`config.mk`:
```
export PLATFORM = sky130hd
export DESIGN_NAME = pipeline_ctrl_flat
export DESIGN_NICKNAME = d
export VERILOG_FILES = /design/src/rtl/pipeline_ctrl_pkg.sv /design/src/rtl/pipeline_ctrl_if.sv /design/src/rtl/pipeline_ctrl_hazard_detect.sv /design/src/rtl/pipeline_ctrl.sv /design/src/flat_wrapper.sv
export SDC_FILE = /design/constraint.sdc
export NUM_CORES = 1
export LEC_CHECK = 0
export CORE_MARGIN = 2
export CORE_UTILIZATION = 60
export CTS_CLUSTER_SIZE = 30
export DETAILED_ROUTE_END_ITERATION = 10
export DONT_BUFFER_PORTS = 1
export MAX_ROUTING_LAYER = met4
export PLACE_DENSITY = 0.78
export SYNTH_ARGS = -nofsm -noshare
export SYNTH_HDL_FRONTEND = slang
export SYNTH_SLANG_ARGS = --single-unit
```
`constraint.sdc`:
```
create_clock -name clk -period 2.75 [get_ports clk]
set_clock_uncertainty 0.2 [all_clocks]
set_input_delay 0.275 -clock clk [delete_from_list [all_inputs] [get_ports clk]]
set_output_delay 0.275 -clock clk [all_outputs]
set_load 0.01 [all_outputs]
```
`src/rtl/pipeline_ctrl_pkg.sv`:
```
// pipeline_ctrl_pkg: shared stall-vector layout, canned stall patterns and
// sequencer state encodings for the five-stage pipeline controller.
package pipeline_ctrl_pkg;

    // One bit per inter-stage register; bit i stalls register i,
    // bit i+1 tells register i that its successor is stalled.
    localparam int unsigned STALL_W      = 5;
    localparam int unsigned STALL_PC     = 0;
    localparam int unsigned STALL_IF_ID  = 1;
    localparam int unsigned STALL_ID_EX  = 2;
    localparam int unsigned STALL_EX_MEM = 3;
    localparam int unsigned STALL_MEM_WB = 4;

    typedef logic [STALL_W-1:0] stall_t;

    // Freeze everything upstream of the register that receives the bubble.
    localparam stall_t STALL_NONE     = 5'b00000;
    localparam stall_t STALL_LOAD_USE = 5'b00011;  // bubble into ID_EX
    localparam stall_t STALL_EX_WAIT  = 5'b00111;  // bubble into EX_MEM
    localparam stall_t STALL_MEM_WAIT = 5'b01111;  // bubble into MEM_WB

    typedef enum logic [1:0] {
        ST_RUN      = 2'd0,
        ST_EX_WAIT  = 2'd1,
        ST_MEM_WAIT = 2'd2
    } state_t;

endpackage

```
`src/rtl/pipeline_ctrl_if.sv`:
```
// pipeline_ctrl_if: hazard inputs from the pipeline stages and the
// stall/flush/error outputs of the sequencer.
interface pipeline_ctrl_if #(
    parameter int unsigned REG_ADDR_WIDTH = 5
);
    import pipeline_ctrl_pkg::*;

    logic                      id_read_en_1;
    logic [REG_ADDR_WIDTH-1:0] id_read_addr_1;
    logic                      id_read_en_2;
    logic [REG_ADDR_WIDTH-1:0] id_read_addr_2;
    logic                      ex_ram_read_flag;
    logic [REG_ADDR_WIDTH-1:0] ex_write_reg_addr;
    logic                      ex_busy;
    logic                      ram_busy;
    logic                      flush_req;
    stall_t                    stall;
    logic                      flush;
    logic                      mem_timeout;

    // Pipeline side: reports hazards, obeys stall/flush.
    modport master (
        output id_read_en_1, id_read_addr_1, id_read_en_2, id_read_addr_2,
               ex_ram_read_flag, ex_write_reg_addr, ex_busy, ram_busy, flush_req,
        input  stall, flush, mem_timeout
    );

    // Controller side.
    modport slave (
        input  id_read_en_1, id_read_addr_1, id_read_en_2, id_read_addr_2,
               ex_ram_read_flag, ex_write_reg_addr, ex_busy, ram_busy, flush_req,
        output stall, flush, mem_timeout
    );

endinterface

```
`src/rtl/pipeline_ctrl_hazard_detect.sv`:
```
// hazard_detect: combinational load-use compare between the load in EX and
// the source operands of the instruction in ID. r0 never creates a hazard.
module hazard_detect #(
    parameter int unsigned REG_ADDR_WIDTH = 5
) (
    input  logic                      id_read_en_1,
    input  logic [REG_ADDR_WIDTH-1:0] id_read_addr_1,
    input  logic                      id_read_en_2,
    input  logic [REG_ADDR_WIDTH-1:0] id_read_addr_2,
    input  logic                      ex_ram_read_flag,
    input  logic [REG_ADDR_WIDTH-1:0] ex_write_reg_addr,
    output logic                      load_use
);

    // Hazard while a load in EX targets a register that ID is about to read.
    always_comb begin
        load_use = ex_ram_read_flag && (ex_write_reg_addr != '0) &&
                   ((id_read_en_1 && (id_read_addr_1 == ex_write_reg_addr)) ||
                    (id_read_en_2 && (id_read_addr_2 == ex_write_reg_addr)));
    end

endmodule

```
`src/rtl/pipeline_ctrl.sv`:
```
// pipeline_ctrl: stall/flush sequencer for the IF/ID/EX/MEM/WB pipeline.
// Optional build macro PIPE_CTRL_PERF_EN adds stall-cycle and flush-pulse
// performance counters.
module pipeline_ctrl
    import pipeline_ctrl_pkg::*;
#(
    parameter int unsigned REG_ADDR_WIDTH = 5,
    parameter int unsigned TIMEOUT_CYCLES = 255,
    parameter int unsigned CNT_WIDTH      = 8
) (
    input  logic                clk,
    input  logic                rst,
    pipeline_ctrl_if.slave      bus
`ifdef PIPE_CTRL_PERF_EN
    ,
    output logic [31:0]         perf_stall_cnt,
    output logic [31:0]         perf_flush_cnt
`endif
);

    localparam logic [CNT_WIDTH-1:0] TIMEOUT_VAL = CNT_WIDTH'(TIMEOUT_CYCLES);

    state_t                 state_q, state_d;
    logic [CNT_WIDTH-1:0]   wait_cnt_q, wait_cnt_d;
    logic                   flush_pend_q, flush_pend_d;
    logic                   mem_timeout_q, mem_timeout_d;
    logic                   load_use;
    logic                   flush_any;
    logic                   flush_now;
    stall_t                 stall_o;
    logic                   flush_o;

    hazard_detect #(.REG_ADDR_WIDTH(REG_ADDR_WIDTH)) u_hazard_detect (
        .id_read_en_1      (bus.id_read_en_1),
        .id_read_addr_1    (bus.id_read_addr_1),
        .id_read_en_2      (bus.id_read_en_2),
        .id_read_addr_2    (bus.id_read_addr_2),
        .ex_ram_read_flag  (bus.ex_ram_read_flag),
        .ex_write_reg_addr (bus.ex_write_reg_addr),
        .load_use          (load_use)
    );

    // A flush (fresh or deferred) can only leave once MEM has finished.
    always_comb begin
        flush_any = bus.flush_req | flush_pend_q;
        flush_now = flush_any & ~bus.ram_busy;
    end

    // FSM state register.
    always_ff @(posedge clk or negedge rst) begin
        if (!rst) state_q <= ST_RUN;
        else      state_q <= state_d;
    end

    // FSM next state; a flush aborts any EX operation and restarts in RUN.
    always_comb begin
        state_d = state_q;
        if (flush_now) begin
            state_d = ST_RUN;
        end else begin
            case (state_q)
                ST_RUN: begin
                    if (bus.ram_busy)     state_d = ST_MEM_WAIT;
                    else if (bus.ex_busy) state_d = ST_EX_WAIT;
                end
                ST_EX_WAIT: begin
                    if (bus.ram_busy)      state_d = ST_MEM_WAIT;
                    else if (!bus.ex_busy) state_d = ST_RUN;
                end
                ST_MEM_WAIT: begin
                    if (!bus.ram_busy) state_d = bus.ex_busy ? ST_EX_WAIT : ST_RUN;
                end
                default: state_d = ST_RUN;
            endcase
        end
    end

    // FSM outputs: zero-latency stall/flush, all quiet while in reset.
    always_comb begin
        stall_o = STALL_NONE;
        flush_o = 1'b0;
        if (rst) begin
            flush_o = flush_now;
            if (flush_now)         stall_o = STALL_NONE;
            else if (bus.ram_busy) stall_o = STALL_MEM_WAIT;
            else if (bus.ex_busy)  stall_o = STALL_EX_WAIT;
            else if (load_use)     stall_o = STALL_LOAD_USE;
        end
    end

    // Wait-cycle counter, sticky timeout and deferred-flush bookkeeping.
    always_comb begin
        wait_cnt_d = '0;
        if (bus.ram_busy) begin
            wait_cnt_d = (wait_cnt_q >= TIMEOUT_VAL) ? wait_cnt_q : wait_cnt_q + 1'b1;
        end
        mem_timeout_d = mem_timeout_q | (wait_cnt_d == TIMEOUT_VAL);
        flush_pend_d  = flush_any & bus.ram_busy;
    end

    // Registers for counter, timeout flag and pending flush.
    always_ff @(posedge clk or negedge rst) begin
        if (!rst) begin
            wait_cnt_q    <= '0;
            mem_timeout_q <= 1'b0;
            flush_pend_q  <= 1'b0;
        end else begin
            wait_cnt_q    <= wait_cnt_d;
            mem_timeout_q <= mem_timeout_d;
            flush_pend_q  <= flush_pend_d;
        end
    end

    assign bus.stall       = stall_o;
    assign bus.flush       = flush_o;
    assign bus.mem_timeout = mem_timeout_q;

`ifdef PIPE_CTRL_PERF_EN
    logic [31:0] perf_stall_q, perf_stall_d;
    logic [31:0] perf_flush_q, perf_flush_d;

    // Free-running wrap-around event counters.
    always_comb begin
        perf_stall_d = perf_stall_q + {31'b0, (stall_o != STALL_NONE)};
        perf_flush_d = perf_flush_q + {31'b0, flush_o};
    end

    // Performance counter registers.
    always_ff @(posedge clk or negedge rst) begin
        if (!rst) begin
            perf_stall_q <= '0;
            perf_flush_q <= '0;
        end else begin
            perf_stall_q <= perf_stall_d;
            perf_flush_q <= perf_flush_d;
        end
    end

    assign perf_stall_cnt = perf_stall_q;
    assign perf_flush_cnt = perf_flush_q;
`endif

endmodule
```
`src/flat_wrapper.sv`:
```
// flat-port wrapper written by rule: the top's interface ports become plain ports
module pipeline_ctrl_flat import pipeline_ctrl_pkg::*;
#(
    parameter int unsigned REG_ADDR_WIDTH = 5,
    parameter int unsigned TIMEOUT_CYCLES = 255,
    parameter int unsigned CNT_WIDTH      = 8
)
  (clk, rst, bus_id_read_en_1, bus_id_read_addr_1, bus_id_read_en_2, bus_id_read_addr_2, bus_ex_ram_read_flag, bus_ex_write_reg_addr, bus_ex_busy, bus_ram_busy, bus_flush_req, bus_stall, bus_flush, bus_mem_timeout);
  pipeline_ctrl_if #(.REG_ADDR_WIDTH(REG_ADDR_WIDTH)) bus_i ();
  input  logic clk;
  input  logic rst;
  input wire logic [$bits(bus_i.id_read_en_1)-1:0] bus_id_read_en_1;
  input wire logic [$bits(bus_i.id_read_addr_1)-1:0] bus_id_read_addr_1;
  input wire logic [$bits(bus_i.id_read_en_2)-1:0] bus_id_read_en_2;
  input wire logic [$bits(bus_i.id_read_addr_2)-1:0] bus_id_read_addr_2;
  input wire logic [$bits(bus_i.ex_ram_read_flag)-1:0] bus_ex_ram_read_flag;
  input wire logic [$bits(bus_i.ex_write_reg_addr)-1:0] bus_ex_write_reg_addr;
  input wire logic [$bits(bus_i.ex_busy)-1:0] bus_ex_busy;
  input wire logic [$bits(bus_i.ram_busy)-1:0] bus_ram_busy;
  input wire logic [$bits(bus_i.flush_req)-1:0] bus_flush_req;
  output wire logic [$bits(bus_i.stall)-1:0] bus_stall;
  output wire logic [$bits(bus_i.flush)-1:0] bus_flush;
  output wire logic [$bits(bus_i.mem_timeout)-1:0] bus_mem_timeout;
  assign bus_i.id_read_en_1 = bus_id_read_en_1;
  assign bus_i.id_read_addr_1 = bus_id_read_addr_1;
  assign bus_i.id_read_en_2 = bus_id_read_en_2;
  assign bus_i.id_read_addr_2 = bus_id_read_addr_2;
  assign bus_i.ex_ram_read_flag = bus_ex_ram_read_flag;
  assign bus_i.ex_write_reg_addr = bus_ex_write_reg_addr;
  assign bus_i.ex_busy = bus_ex_busy;
  assign bus_i.ram_busy = bus_ram_busy;
  assign bus_i.flush_req = bus_flush_req;
  assign bus_stall = bus_i.stall;
  assign bus_flush = bus_i.flush;
  assign bus_mem_timeout = bus_i.mem_timeout;
  pipeline_ctrl #(.REG_ADDR_WIDTH(REG_ADDR_WIDTH), .TIMEOUT_CYCLES(TIMEOUT_CYCLES), .CNT_WIDTH(CNT_WIDTH)) u_core (.clk(clk), .rst(rst), .bus(bus_i));
endmodule
```
==> run summary <==
Global route
- number of antenna violations at the first check in global routing: 0
- global-route wire length before repair: 2320 µm
- number of global-route vias before repair: 559
- Overall Global Routing Usage: 22.9%
- overflow left after global routing: 0
- largest net degree at the start of global routing: 11

Clocking
- number of buffers created by CTS: 3
- CTS tree: yes
- hold bufs inserted after CTS: 3
- cell chosen for the clock root: sky130_fd_sc_hd__clkbuf_4
- TritonCTS Sinks: 10
- Setup Fix Bufs, Post-CTS: 0
- worst-case clock buffer depth: 2
- depth of the CTS H-tree: 1
- post-cts resize count: 0
- clock latency on the worst-skew pair: 0.27 ns
- clock-pin slew of the registers on the worst-case setup and hold paths: 0.07 ns

Routing
- drt initial violations: 8
- DRC violations left: 0
- number of detailed-route iterations in the first pass: 4
- count of antenna-violating nets left after detailed routing: 0
- final WL: 1510 µm
- detail-routed via count per cell: 6.15
- routed len/inst: 14.5 µm
- vias after detailed routing: 640

Place
- Detailed Place HPWL: 1150 µm
- weighted congestion at the end of routability-driven global placement: 0.888
- quantity of I/O buffers inserted on ports: 0
- pre-CTS setup slack: 0.706 ns

Floorplanning
- effective utilization at floorplan: 67.4%
- die height: 40.0 µm
- total core area: 0.00116 mm²
- die area: 0.00160 mm²
- number of placed I/O pins: 30
- die width: 40.0 µm
- Core Rows: 12

Critical path
- Worst Path Class, Setup: in2out
- data arrival time of the critical path: 1.79 ns
- CP startpoint kind: input port
- worst r2r path cells: 5
- crit path capture type: output port
- Req. time, crit path: 2.28 ns
- maximum fanout along the worst path: 3

Synth
- biggest area contributors in the synthesized netlist: sky130_fd_sc_hd__dfrtp_1 32%, sky130_fd_sc_hd__xor2_1 9.0%, sky130_fd_sc_hd__o21ai_0 3.9%
- Syn Inst Count: 88
- largest family of logic cells by synthesized area: simple AND/OR/NAND/NOR gates
- average footprint of a synthesized cell: 8.86 µm²
- leading cell type by number of instances after synthesis: sky130_fd_sc_hd__dfrtp_1
- portion of netlist area occupied by mux cells: 0%
- Yosys top cell area share: 32.1%
- number of synthesized flops with an enable pin: 0
- post-synthesis simple-gate area fraction: 24.4%
- number of distinct standard cells referenced by the synthesized netlist: 39
- count of yosys warnings during synthesis: 0
- share of the yosys chip area belonging to registers: 32.1%
- synth cell count leaders: 10 x sky130_fd_sc_hd__dfrtp_1, 8 x sky130_fd_sc_hd__xor2_1, 6 x sky130_fd_sc_hd__inv_1, 6 x sky130_fd_sc_hd__o21ai_0, 5 x sky130_fd_sc_hd__nor2_1
- adder-cell share of the synthesized area: 1.61%
- post-synthesis cell type with the largest combined area: sky130_fd_sc_hd__dfrtp_1
- xor/xnor cell area share of the yosys netlist: 12.4%
- Syn Nets: 112
- main flop type after synthesis: sky130_fd_sc_hd__dfrtp_1
- post-synthesis cell area: 779 µm²
- FF+latch count, synth: 10
- async set or reset register ratio after synthesis: 100%
- post-synthesis compound-gate area fraction: 20.9%

STA
- Highest Clock Rate: 442 MHz
- final clock period utilization by the worst path: 82.2%
- Hold Fails Final Rpt: 0
- unrepaired setup endpoints after global routing: false
- final critical delay including setup and external delays: 2.26 ns
- count of pins over their slew limit: 0
- slack of the critical path: 0.489 ns
- # setup viols final: 0
- Fin Setup TNS: 0 ns

Power and ir drop
- worst-case vdd ir drop: 0.267 mV
- Power Dens Cells: 407 mW/mm²
- Static Leak: 0.349 nW

Layout
- Fillers: 88
- post-synthesis to final-layout area growth: 5.46%
- register cell area after layout: 250 µm²
- ratio of cells with drive above 1 in the final layout: 8.89%
- area of the multi-input gates: 465 µm²
- final standard cell utilization of the core: 71.1%
- count of inserted antenna diode cells: 0
- Final nets: 115

Min path
- type of the most critical hold path: in2reg
- Hold Path Cell Cnt: 3

Run
- Max Cap Viol: 0

Status
- run status: finished, final reports clean

registers in the layout, indices dropped and copies added (netlist names):
signal and count:
u_core.bus.mem_timeout 1, u_core.flush_pend_q 1, u_core.wait_cnt_q 8
kinds of logic after synthesis:
group / after synthesis
AND/OR/NAND/NOR: 31
XOR/XNOR: 11
adder cells (fa/ha/maj): 1
flip-flops: 10
AO/OA/AOI/OAI: 23
other: 1
buffers and inverters: 11
routing by layer:
layer / part of all wire (%) / vias to the layer above / track usage (%)
li1: - / 325 / -
met1: 46 / 297 / 28.5
met2: 47 / 18 / 35.5
met3: 6.9 / 0 / 11.1
met4: 0 / 0 / 0
met5: 0 / - / -
final timing paths:
check / from / to / slack (ns)
worst min-delay path: bus_ram_busy / u_core.wait_cnt_q[7]$_DFF_PN0_ / 0.04
min in group asynchronous: rst / u_core.flush_pend_q$_DFF_PN0_ / 0.19
worst max register to register: u_core.wait_cnt_q[0]$_DFF_PN0_ / u_core.bus.mem_timeout$_DFF_PN0_ / 0.69
max in group asynchronous: rst / u_core.wait_cnt_q[5]$_DFF_PN0_ / 1.83
worst max-delay path: bus_flush_req / bus_stall[1] / 0.49
worst min register to register: u_core.flush_pend_q$_DFF_PN0_ / u_core.flush_pend_q$_DFF_PN0_ / 0.32
metrics by stage:
step,instances,hold slack (ns),total power [mW],area (µm²)
4_1_cts,104,0.0389,0.339,822
6_report,104,0.0415,0.335,822
2_1_floorplan,88,-0.221,0.198,779
3_3_place_gp,97,-0.220,0.197,756
3_5_place_dp,97,-0.220,0.198,756
5_1_grt,104,0.0523,0.354,822
power by group:
group	leakage, nW	switching [mW]	internal [mW]
combinational	0.198	0.0227	0.0228
clock	0.0210	0.0515	0.0804
sequential	0.130	0.00610	0.151
total	0.349	0.0803	0.255
critical path, cell delays in order:
cell and delay (ns):
sky130_fd_sc_hd__dlygate4sd3_1 0.53, sky130_fd_sc_hd__nor2_1 0.15, sky130_fd_sc_hd__o21ai_0 0.14, sky130_fd_sc_hd__or2_2 0.31
sky130_fd_sc_hd__o22ai_1 0.37
cell usage in the layout (no fill, tap or decap):
master and n:
sky130_fd_sc_hd__or2_2 1, sky130_fd_sc_hd__clkbuf_8 1, sky130_fd_sc_hd__dfrtp_1 10, sky130_fd_sc_hd__nor2_1 5, sky130_fd_sc_hd__conb_1 1, sky130_fd_sc_hd__o211a_1 1, sky130_fd_sc_hd__xnor2_1 3, sky130_fd_sc_hd__o41a_1 1
sky130_fd_sc_hd__a21o_1 1, sky130_fd_sc_hd__or3_4 1, sky130_fd_sc_hd__or4_1 1, sky130_fd_sc_hd__a31oi_1 2, sky130_fd_sc_hd__o211ai_1 2, sky130_fd_sc_hd__nor2b_1 3, sky130_fd_sc_hd__o21ai_0 6, sky130_fd_sc_hd__a32oi_1 1
sky130_fd_sc_hd__dlygate4sd3_1 3, sky130_fd_sc_hd__a21boi_0 1, sky130_fd_sc_hd__inv_1 6, sky130_fd_sc_hd__clkbuf_4 3, sky130_fd_sc_hd__and4_1 1, sky130_fd_sc_hd__a21oi_1 2, sky130_fd_sc_hd__and2_0 1, sky130_fd_sc_hd__and3_4 1
sky130_fd_sc_hd__and2_1 3, sky130_fd_sc_hd__nand2_1 1, sky130_fd_sc_hd__nand3_1 2, sky130_fd_sc_hd__o21ai_1 2, sky130_fd_sc_hd__and3_1 3, sky130_fd_sc_hd__xor2_1 8, sky130_fd_sc_hd__nor3_1 2, sky130_fd_sc_hd__nor3b_1 2
sky130_fd_sc_hd__o31ai_1 1, sky130_fd_sc_hd__o22ai_1 1, sky130_fd_sc_hd__nand4_1 2, sky130_fd_sc_hd__o41ai_2 1, sky130_fd_sc_hd__a221o_1 1, sky130_fd_sc_hd__ha_1 1, sky130_fd_sc_hd__nor4_1 2
cell type report:
type	instances	share of cell area (%)
repair buffers	3	3.65
inverters	6	2.74
clock buffers	4	4.41
flip-flops and latches	10	30.4
well taps	14	2.13
multi-input cells	67	56.6
Note: power is estimated with default switching activity, not from simulation.
